<file path="config.mk">
export PLATFORM = sky130hd
export DESIGN_NAME = byte_mem_bridge
export DESIGN_NICKNAME = d
export VERILOG_FILES = /design/src/rtl/mem_bridge_pkg.sv /design/src/rtl/mem_wait_counter.sv /design/src/rtl/byte_mem_bridge.sv
export SDC_FILE = /design/constraint.sdc
export NUM_CORES = 1
export LEC_CHECK = 0
export CAP_MARGIN = 5
export CORE_ASPECT_RATIO = 0.6
export CORE_MARGIN = 2
export CORE_UTILIZATION = 55
export CTS_CLUSTER_SIZE = 25
export DETAILED_ROUTE_END_ITERATION = 8
export GPL_ROUTABILITY_DRIVEN = 0
export PLACE_DENSITY = 0.87
export SETUP_SLACK_MARGIN = 0.05
export SKIP_CTS_REPAIR_TIMING = 1
export SLEW_MARGIN = 15
export SYNTH_ARGS = -nofsm -noshare
export SYNTH_HDL_FRONTEND = slang
export SYNTH_SLANG_ARGS = --single-unit
</file>
<file path="constraint.sdc">
create_clock -name clk -period 6.7 [get_ports clk]
set_clock_uncertainty 0.05 [all_clocks]
set_input_delay 1.005 -clock clk [delete_from_list [all_inputs] [get_ports clk]]
set_output_delay 1.005 -clock clk [all_outputs]
set_load 0.01 [all_outputs]
</file>
<file path="src/rtl/mem_bridge_pkg.sv">
// Shared types and helpers for the word-to-byte memory bridge.
//  - state_t    : bridge sequencer states
//  - nb()       : number of byte lanes in a data word
//  - next_lane(): lowest enabled lane at or above a start lane
package mem_bridge_pkg;

    typedef enum logic [2:0] {
        IDLE   = 3'd0,
        CHECK  = 3'd1,
        ACCESS = 3'd2,
        GAP    = 3'd3,
        RESP   = 3'd4
    } state_t;

    // Widest word the lane search supports (512-bit data, 64 lanes).
    localparam int MAX_NB = 64;

    function automatic int nb(input int data_w);
        return data_w / 8;
    endfunction

    // Priority search: the lowest lane index >= cur whose enable bit is set.
    // Returns nb_lanes when no enabled lane remains, which callers use as
    // the "all lanes done" marker.
    function automatic int next_lane(input logic [MAX_NB-1:0] be,
                                     input int cur,
                                     input int nb_lanes);
        int res;
        res = nb_lanes;
        // Scan downwards so the lowest qualifying lane is the one left in res.
        for (int i = MAX_NB - 1; i >= 0; i--) begin
            if ((i >= cur) && (i < nb_lanes) && be[i]) begin
                res = i;
            end else begin
                res = res;
            end
        end
        return res;
    endfunction

endpackage

</file>
<file path="src/rtl/mem_wait_counter.sv">
// Wait-state counter for the byte access phase.
// Ports:
//  clk, reset : system clock, synchronous active-high reset
//  load       : reload count with load_val (has priority over dec)
//  load_val   : reload value (number of extra hold cycles)
//  dec        : decrement by one, saturating at zero
//  zero       : count is zero (last cycle of the current hold)
module mem_wait_counter (
    input  logic       clk,
    input  logic       reset,
    input  logic       load,
    input  logic [3:0] load_val,
    input  logic       dec,
    output logic       zero
);

    logic [3:0] count_r;

    // Count register: reload on access entry, otherwise count down to zero.
    always_ff @(posedge clk) begin
        if (reset) begin
            count_r <= 4'd0;
        end else if (load) begin
            count_r <= load_val;
        end else if (dec && (count_r != 4'd0)) begin
            count_r <= count_r - 4'd1;
        end else begin
            count_r <= count_r;
        end
    end

    assign zero = (count_r == 4'd0);

endmodule

</file>
<file path="src/rtl/byte_mem_bridge.sv">
// Bridge from a word-wide memory request port to a byte-wide external memory.
// One request is split into byte accesses (each held WAIT_CYCLES+1 cycles,
// followed by a one-cycle recovery gap); read bytes are reassembled
// little-endian and writes touch only the byte-enabled lanes.
// Ports:
//  clk, reset           : system clock, synchronous active-high reset
//  req_valid/req_ready  : request handshake (ready only while idle)
//  req_we, req_addr     : write flag, NB-aligned byte address
//  req_wdata, req_be    : write data and byte enables (be ignored on reads)
//  rsp_valid, rsp_err   : one-cycle completion pulse and error flag
//  rsp_rdata            : last completed read word
//  ext_addr, ext_dout   : external byte address and write data
//  ext_din              : external read data
//  ext_ce, ext_we       : external chip enable and write strobe (active high)
module byte_mem_bridge
    import mem_bridge_pkg::*;
#(
    parameter int DATA_W      = 32,
    parameter int ADDR_W      = 32,
    parameter int EXT_ADDR_W  = 16,
    parameter int WAIT_CYCLES = 2
) (
    input  logic                  clk,
    input  logic                  reset,
    input  logic                  req_valid,
    output logic                  req_ready,
    input  logic                  req_we,
    input  logic [ADDR_W-1:0]     req_addr,
    input  logic [DATA_W-1:0]     req_wdata,
    input  logic [DATA_W/8-1:0]   req_be,
    output logic                  rsp_valid,
    output logic                  rsp_err,
    output logic [DATA_W-1:0]     rsp_rdata,
    output logic [EXT_ADDR_W-1:0] ext_addr,
    output logic [7:0]            ext_dout,
    input  logic [7:0]            ext_din,
    output logic                  ext_ce,
    output logic                  ext_we
);

    localparam int NB = nb(DATA_W);
    // One spare bit so the lane index can hold NB ("no lanes left").
    localparam int LANE_W = $clog2(NB) + 1;
    localparam logic [3:0] WAIT_LOAD = 4'(WAIT_CYCLES);
    localparam logic [LANE_W-1:0] LANE_DONE = LANE_W'(NB);

    state_t state_r;
    state_t state_next_s;

    logic                  we_r;
    logic [ADDR_W-1:0]     addr_r;
    logic [DATA_W-1:0]     wdata_r;
    logic [NB-1:0]         mask_r;
    logic [LANE_W-1:0]     lane_r;
    logic [LANE_W-1:0]     lane_next_s;
    logic [LANE_W-1:0]     first_lane_s;
    logic [LANE_W-1:0]     after_lane_s;
    logic [DATA_W-1:0]     rdata_acc_r;

    logic                  misalign_s;
    logic                  range_s;
    logic                  err_s;
    logic                  load_s;
    logic                  dec_s;
    logic                  wait_zero_s;

    logic                  req_ready_r;
    logic                  rsp_valid_r;
    logic                  rsp_err_r;
    logic [DATA_W-1:0]     rsp_rdata_r;
    logic [EXT_ADDR_W-1:0] ext_addr_r;
    logic [7:0]            ext_dout_r;
    logic                  ext_ce_r;
    logic                  ext_we_r;

    mem_wait_counter u_wait (
        .clk      (clk),
        .reset    (reset),
        .load     (load_s),
        .load_val (WAIT_LOAD),
        .dec      (dec_s),
        .zero     (wait_zero_s)
    );

    // Address legality of the captured request and lane search results.
    always_comb begin
        misalign_s   = ((addr_r & ADDR_W'(NB - 1)) != '0);
        range_s      = ((addr_r >> EXT_ADDR_W) != '0);
        err_s        = misalign_s | range_s;
        first_lane_s = LANE_W'(next_lane(MAX_NB'(mask_r), 0, NB));
        after_lane_s = LANE_W'(next_lane(MAX_NB'(mask_r), int'(lane_r) + 1, NB));
    end

    // Sequencer next-state, lane selection and wait-counter control.
    always_comb begin
        state_next_s = state_r;
        lane_next_s  = lane_r;
        load_s       = 1'b0;
        dec_s        = 1'b0;
        case (state_r)
            IDLE: begin
                if (req_valid) begin
                    state_next_s = CHECK;
                end else begin
                    state_next_s = IDLE;
                end
            end
            CHECK: begin
                if (err_s) begin
                    state_next_s = RESP;
                end else if (first_lane_s == LANE_DONE) begin
                    // Write with no byte enables: nothing to do.
                    state_next_s = RESP;
                end else begin
                    state_next_s = ACCESS;
                    lane_next_s  = first_lane_s;
                    load_s       = 1'b1;
                end
            end
            ACCESS: begin
                if (wait_zero_s) begin
                    // Look up the following lane now; GAP only has to test it.
                    state_next_s = GAP;
                    lane_next_s  = after_lane_s;
                end else begin
                    state_next_s = ACCESS;
                    dec_s        = 1'b1;
                end
            end
            GAP: begin
                if (lane_r == LANE_DONE) begin
                    state_next_s = RESP;
                end else begin
                    state_next_s = ACCESS;
                    load_s       = 1'b1;
                end
            end
            RESP: begin
                state_next_s = IDLE;
            end
            default: begin
                state_next_s = IDLE;
            end
        endcase
    end

    // State, lane index and captured request fields.
    always_ff @(posedge clk) begin
        if (reset) begin
            state_r <= IDLE;
            lane_r  <= '0;
            we_r    <= 1'b0;
            addr_r  <= '0;
            wdata_r <= '0;
            mask_r  <= '0;
        end else begin
            state_r <= state_next_s;
            lane_r  <= lane_next_s;
            if (state_r == IDLE && req_valid) begin
                we_r    <= req_we;
                addr_r  <= req_addr;
                wdata_r <= req_wdata;
                // Reads walk every lane; writes only the enabled ones.
                mask_r  <= req_we ? req_be : {NB{1'b1}};
            end else begin
                we_r    <= we_r;
                addr_r  <= addr_r;
                wdata_r <= wdata_r;
                mask_r  <= mask_r;
            end
        end
    end

    // Read assembly: capture ext_din into the current lane on the last hold cycle.
    always_ff @(posedge clk) begin
        if (reset) begin
            rdata_acc_r <= '0;
        end else if (state_r == IDLE && req_valid) begin
            rdata_acc_r <= '0;
        end else if (state_r == ACCESS && wait_zero_s && !we_r) begin
            rdata_acc_r[{lane_r, 3'b000} +: 8] <= ext_din;
        end else begin
            rdata_acc_r <= rdata_acc_r;
        end
    end

    // External pins, registered from the next state so they align with it.
    always_ff @(posedge clk) begin
        if (reset) begin
            ext_ce_r   <= 1'b0;
            ext_we_r   <= 1'b0;
            ext_addr_r <= '0;
            ext_dout_r <= 8'd0;
        end else begin
            ext_ce_r <= (state_next_s == ACCESS);
            ext_we_r <= (state_next_s == ACCESS) && we_r;
            if (load_s) begin
                ext_addr_r <= EXT_ADDR_W'(addr_r) + EXT_ADDR_W'(lane_next_s);
                ext_dout_r <= wdata_r[{lane_next_s, 3'b000} +: 8];
            end else begin
                ext_addr_r <= ext_addr_r;
                ext_dout_r <= ext_dout_r;
            end
        end
    end

    // Request/response port registers.
    // rsp_rdata is cleared by reset only when the bridge is idle, so a reset
    // that aborts a transfer keeps the last completed read word visible;
    // a reset held for two or more cycles always clears it.
    always_ff @(posedge clk) begin
        if (reset) begin
            req_ready_r <= 1'b1;
            rsp_valid_r <= 1'b0;
            rsp_err_r   <= 1'b0;
            if (state_r == IDLE) begin
                rsp_rdata_r <= '0;
            end else begin
                rsp_rdata_r <= rsp_rdata_r;
            end
        end else begin
            req_ready_r <= (state_next_s == IDLE);
            rsp_valid_r <= (state_next_s == RESP);
            rsp_err_r   <= (state_r == CHECK) && err_s;
            // Only a read that walked its lanes arrives at RESP from GAP.
            if (state_r == GAP && state_next_s == RESP && !we_r) begin
                rsp_rdata_r <= rdata_acc_r;
            end else begin
                rsp_rdata_r <= rsp_rdata_r;
            end
        end
    end

    assign req_ready = req_ready_r;
    assign rsp_valid = rsp_valid_r;
    assign rsp_err   = rsp_err_r;
    assign rsp_rdata = rsp_rdata_r;
    assign ext_addr  = ext_addr_r;
    assign ext_dout  = ext_dout_r;
    assign ext_ce    = ext_ce_r;
    assign ext_we    = ext_we_r;

endmodule

</file>
==> summary.md <==
| Metric | Value |
|---|---|
| Status | complete, no violations |
| Fillers | 955 |
| Endpoints failing setup | 0 |
| Clk slew on worst S/H paths | 0.07 ns |
| Initial core utilization | 56.4% |
| R2R depth | 14 |
| Area grow syn2layout | 27.0% |
| Mapped Nets | 900 |
| Worst skew pair latency | 0.43 ns |
| Placed cells | 1071 |
| Post-synthesis cell count | 808 |
| Max-Slew Margin vs Limit | 26.3% |
| DRC | 0 |
| Fin. max-slew vios | 0 |
| FF+latch area | 3760 um2 |
| FFs w/ async S/R, synth | 0% |
| Post-Syn Area per Cell | 9.00 um2 |
| Total die area | 14200 um2 |
| Cell area after synthesis | 7270 um2 |
| Worst IR Drop VDD | 0.159 mV |
| Seq/Total Area, Yosys | 51.8% |
| Arrival time worst endpoint | 4.79 ns |
| Worst r2r src | lane_r[0]$_SDFF_PP0_ |
| Period utilization | 67.3% |
| Grt ovf | 0 |
| Avg WL per Cell | 16.5 um |
| Vias per std cell | 5.74 |
| Final hold violations | 0 |
| Hold crit path type | register to register |
| Multi-input gate area | 3160 um2 |
| Critical path fanouts, max | 18 |
| P per Cell Area | 258 nW/um2 |
| First DRT Iteration DRCs | 463 |
| Core area | 12900 um2 |
| Critical setup path kind | register to register |
| Longest Clk Path Bufs | 2 |
| Vias | 6331 |
| Met2 track demand over resource | 39.0% |
| Post-DP HPWL | 12.3 mm |
| Tot GR Track Use | 25.9% |
| Maximum clock rate | 0.222 GHz |
| Die W | 152 um |
| Slew @ Worst Pin | 1.10 ns |
| Startpoint types | register |
| Terminus of the critical flop-to-flop path | ext_addr[15]$_SDFFE_PP0P_ |
| CP endpoint kind | register |
| Via count of the first global-routing pass | 5795 |
| ANT cells | 0 |
| RSZ-0062 raised after global routing | false |
| Antenna Violating Nets Remaining | 0 |
| NumNets Final | 1012 |
| Share of cells above drive strength 1 | 6.22% |
| Clk sink count | 172 |
| Met1 usage | 38.2% |
| Io pins | 141 |
| Setup TNS | 0 ns |
| Final WL | 18.2 mm |
| Critical path startpoint | lane_r[0]$_SDFF_PP0_ |
| H-tree Lvls | 4 |
| # Max-Cap Violations | 0 |
| P_leak | 0.00329 uW |
| I/O Buffers | 140 |
| Synth Flop Type | dfxtp_1 |
| Syn. warnings | 0 |
| R2R Setup Slk | 2.19 ns |
| M3 GR Usage | 5.89% |
| First-pass GRT wire length | 29.4 mm |
| Seq cells post-synth | 172 |
| Clock root cell | clkbuf_16 |
| Antenna violations before repair | 0 |
| Worst setup path endpoint | ext_addr[15]$_SDFFE_PP0P_ |
| Std-Cell Rows | 32 |
| Pin count of the biggest net entering global routing | 101 |
| CTS Buf Count | 17 |
| Period minus WS final | 4.51 ns |
| Yosys cell types | 59 |
| Gr busiest metal | met2 |
| CTS tree | built |
| CP Data Required Time | 6.98 ns |
| Die Span Y | 93.1 um |
| EDFF count, synth | 32 |
| Pre-Repair DR Iteration Count | 7 |
| Post-Layout Cell Count | 1103 |
==> layer usage <==
metal / share of wire [%] / vias up
li1: - / 3011
met1: 46 / 3002
met2: 44 / 291
met3: 8.8 / 27
met4: 1.1 / 0
met5: 0 / -
==> kinds of logic after synthesis <==
logic type | after synthesis | synth area share, %
AND/OR/NAND/NOR | 356 | 23.7
flip-flops | 172 | 51.8
AO/OA/AOI/OAI | 165 | 14.4
buffers and inverters | 79 | 4.92
XOR/XNOR | 16 | 1.93
adder cells (fa/ha/maj) | 12 | 2.17
multiplexers | 8 | 1.10
==> synth_stat cells, types with 2 or more instances <==
cell type	count	area, um2
xor2_1	8	70.1
nor2_1	43	161
a21oi_1	103	515
nand2_1	192	721
clkbuf_4	2	15.0
nor2b_1	34	213
dfxtp_1	140	2800
a41oi_1	8	70.1
nor4_1	5	31.3
a21boi_0	2	15.0
and4b_1	3	30.0
nand2b_1	3	18.8
edfxtp_1	32	961
clkbuf_1	39	146
buf_6	3	33.8
a211oi_1	20	150
a311oi_1	4	35.0
nand4_1	10	62.6
and2_1	4	25.0
o221a_1	8	90.1
nor3b_1	5	37.5
nor4_4	3	63.8
or4_4	2	22.5
nor4b_1	2	17.5
mux2i_1	8	80.1
and2b_2	2	17.5
o31ai_1	9	67.6
inv_1	28	105
o21ai_0	3	15.0
xnor2_1	8	70.1
nand3_1	24	120
nor3_1	11	55.1
ha_1	11	138
buf_2	4	20.0
==> worst max-delay path, stage by stage, from the launching register on <==
cell and delay (ns):
dfxtp_1 0.67, inv_1 0.19, ha_1 0.50, and2b_2 0.29, nand2b_1 0.13, nor4_1 0.07
a31oi_2 0.74, inv_1 0.20, ha_1 0.33, a21o_1 0.10, a21oi_1 0.14, nor3_1 0.39
nand4_1 0.18, xor2_1 0.17, a211oi_1 0.26
==> per-stage QoR <==
stage	total power (uW)	hold WS, ns	util, %	worst slack [ns]	area [um2]
global placement	1440	0.385	67.2	2.53	8670
finish	2390	0.400	71.6	2.19	9230
global route	2460	0.421	71.6	1.79	9230
floorplan	1320	0.377	-	3.28	7270
CTS	2380	0.400	71.6	2.30	9230
detailed placement	1450	0.391	67.2	2.37	8670
==> report_power, final <==
group,switching (uW),total (uW),internal [uW]
combinational,156,287,131
sequential,39.7,1150,1110
clock,457,953,495
==> how the worst min path moves through the flow <==
stage	from	end	slack [ns]	cells past startpoint
after floorplan	rdata_acc_r[16]$_SDFFE_PP0P_	rdata_acc_r[16]$_SDFFE_PP0P_	0.38	2
after global placement	rdata_acc_r[31]$_SDFFE_PP0P_	rdata_acc_r[31]$_SDFFE_PP0P_	0.38	2
after detailed placement	rdata_acc_r[26]$_SDFFE_PP0P_	rdata_acc_r[26]$_SDFFE_PP0P_	0.39	2
after CTS	rdata_acc_r[26]$_SDFFE_PP0P_	rdata_acc_r[26]$_SDFFE_PP0P_	0.40	2
after global routing	wdata_r[22]$_SDFFE_PP0P_	wdata_r[22]$_SDFFE_PP0P_	0.42	2
final	rdata_acc_r[26]$_SDFFE_PP0P_	rdata_acc_r[26]$_SDFFE_PP0P_	0.40	2
==> flip-flops by register name, summed over array words and instances, names as in the netlist <==
register	flops
addr_r	32
rdata_acc_r	32
rsp_rdata	32
wdata_r	32
ext_addr	16
ext_dout	8
mask_r	4
u_wait.count_r	4
lane_r	3
state_r	3
ext_ce	1
ext_we	1
req_ready	1
rsp_err	1
rsp_valid	1
we_r	1
==> cells in the final DEF (no fill, tap or decap), drive strengths merged, types with 8 or more instances in the layout <==
cell type and instances:
nor4 9, nor2 43, o31ai 9, a211oi 21, nand3 25, ha 11, xnor2 8, nand4 10
dfxtp 140, clkbuf 17, clkdlybuf4s50 139, xor2 8, nand2 193, a41oi 8, edfxtp 32, mux2i 8
inv 39, nor2b 34, nor3 11, a21oi 103, o221a 8
==> layout make-up <==
type | instances | area share [%]
multi-input combinational | 557 | 34.2
clock buffer | 17 | 4.61
sequential | 172 | 40.8
inverter | 28 | 1.14
timing repair buffer | 144 | 15.5
tap | 170 | 2.30
clock inverter | 15 | 1.52
Power figures use the tool's default switching activity.
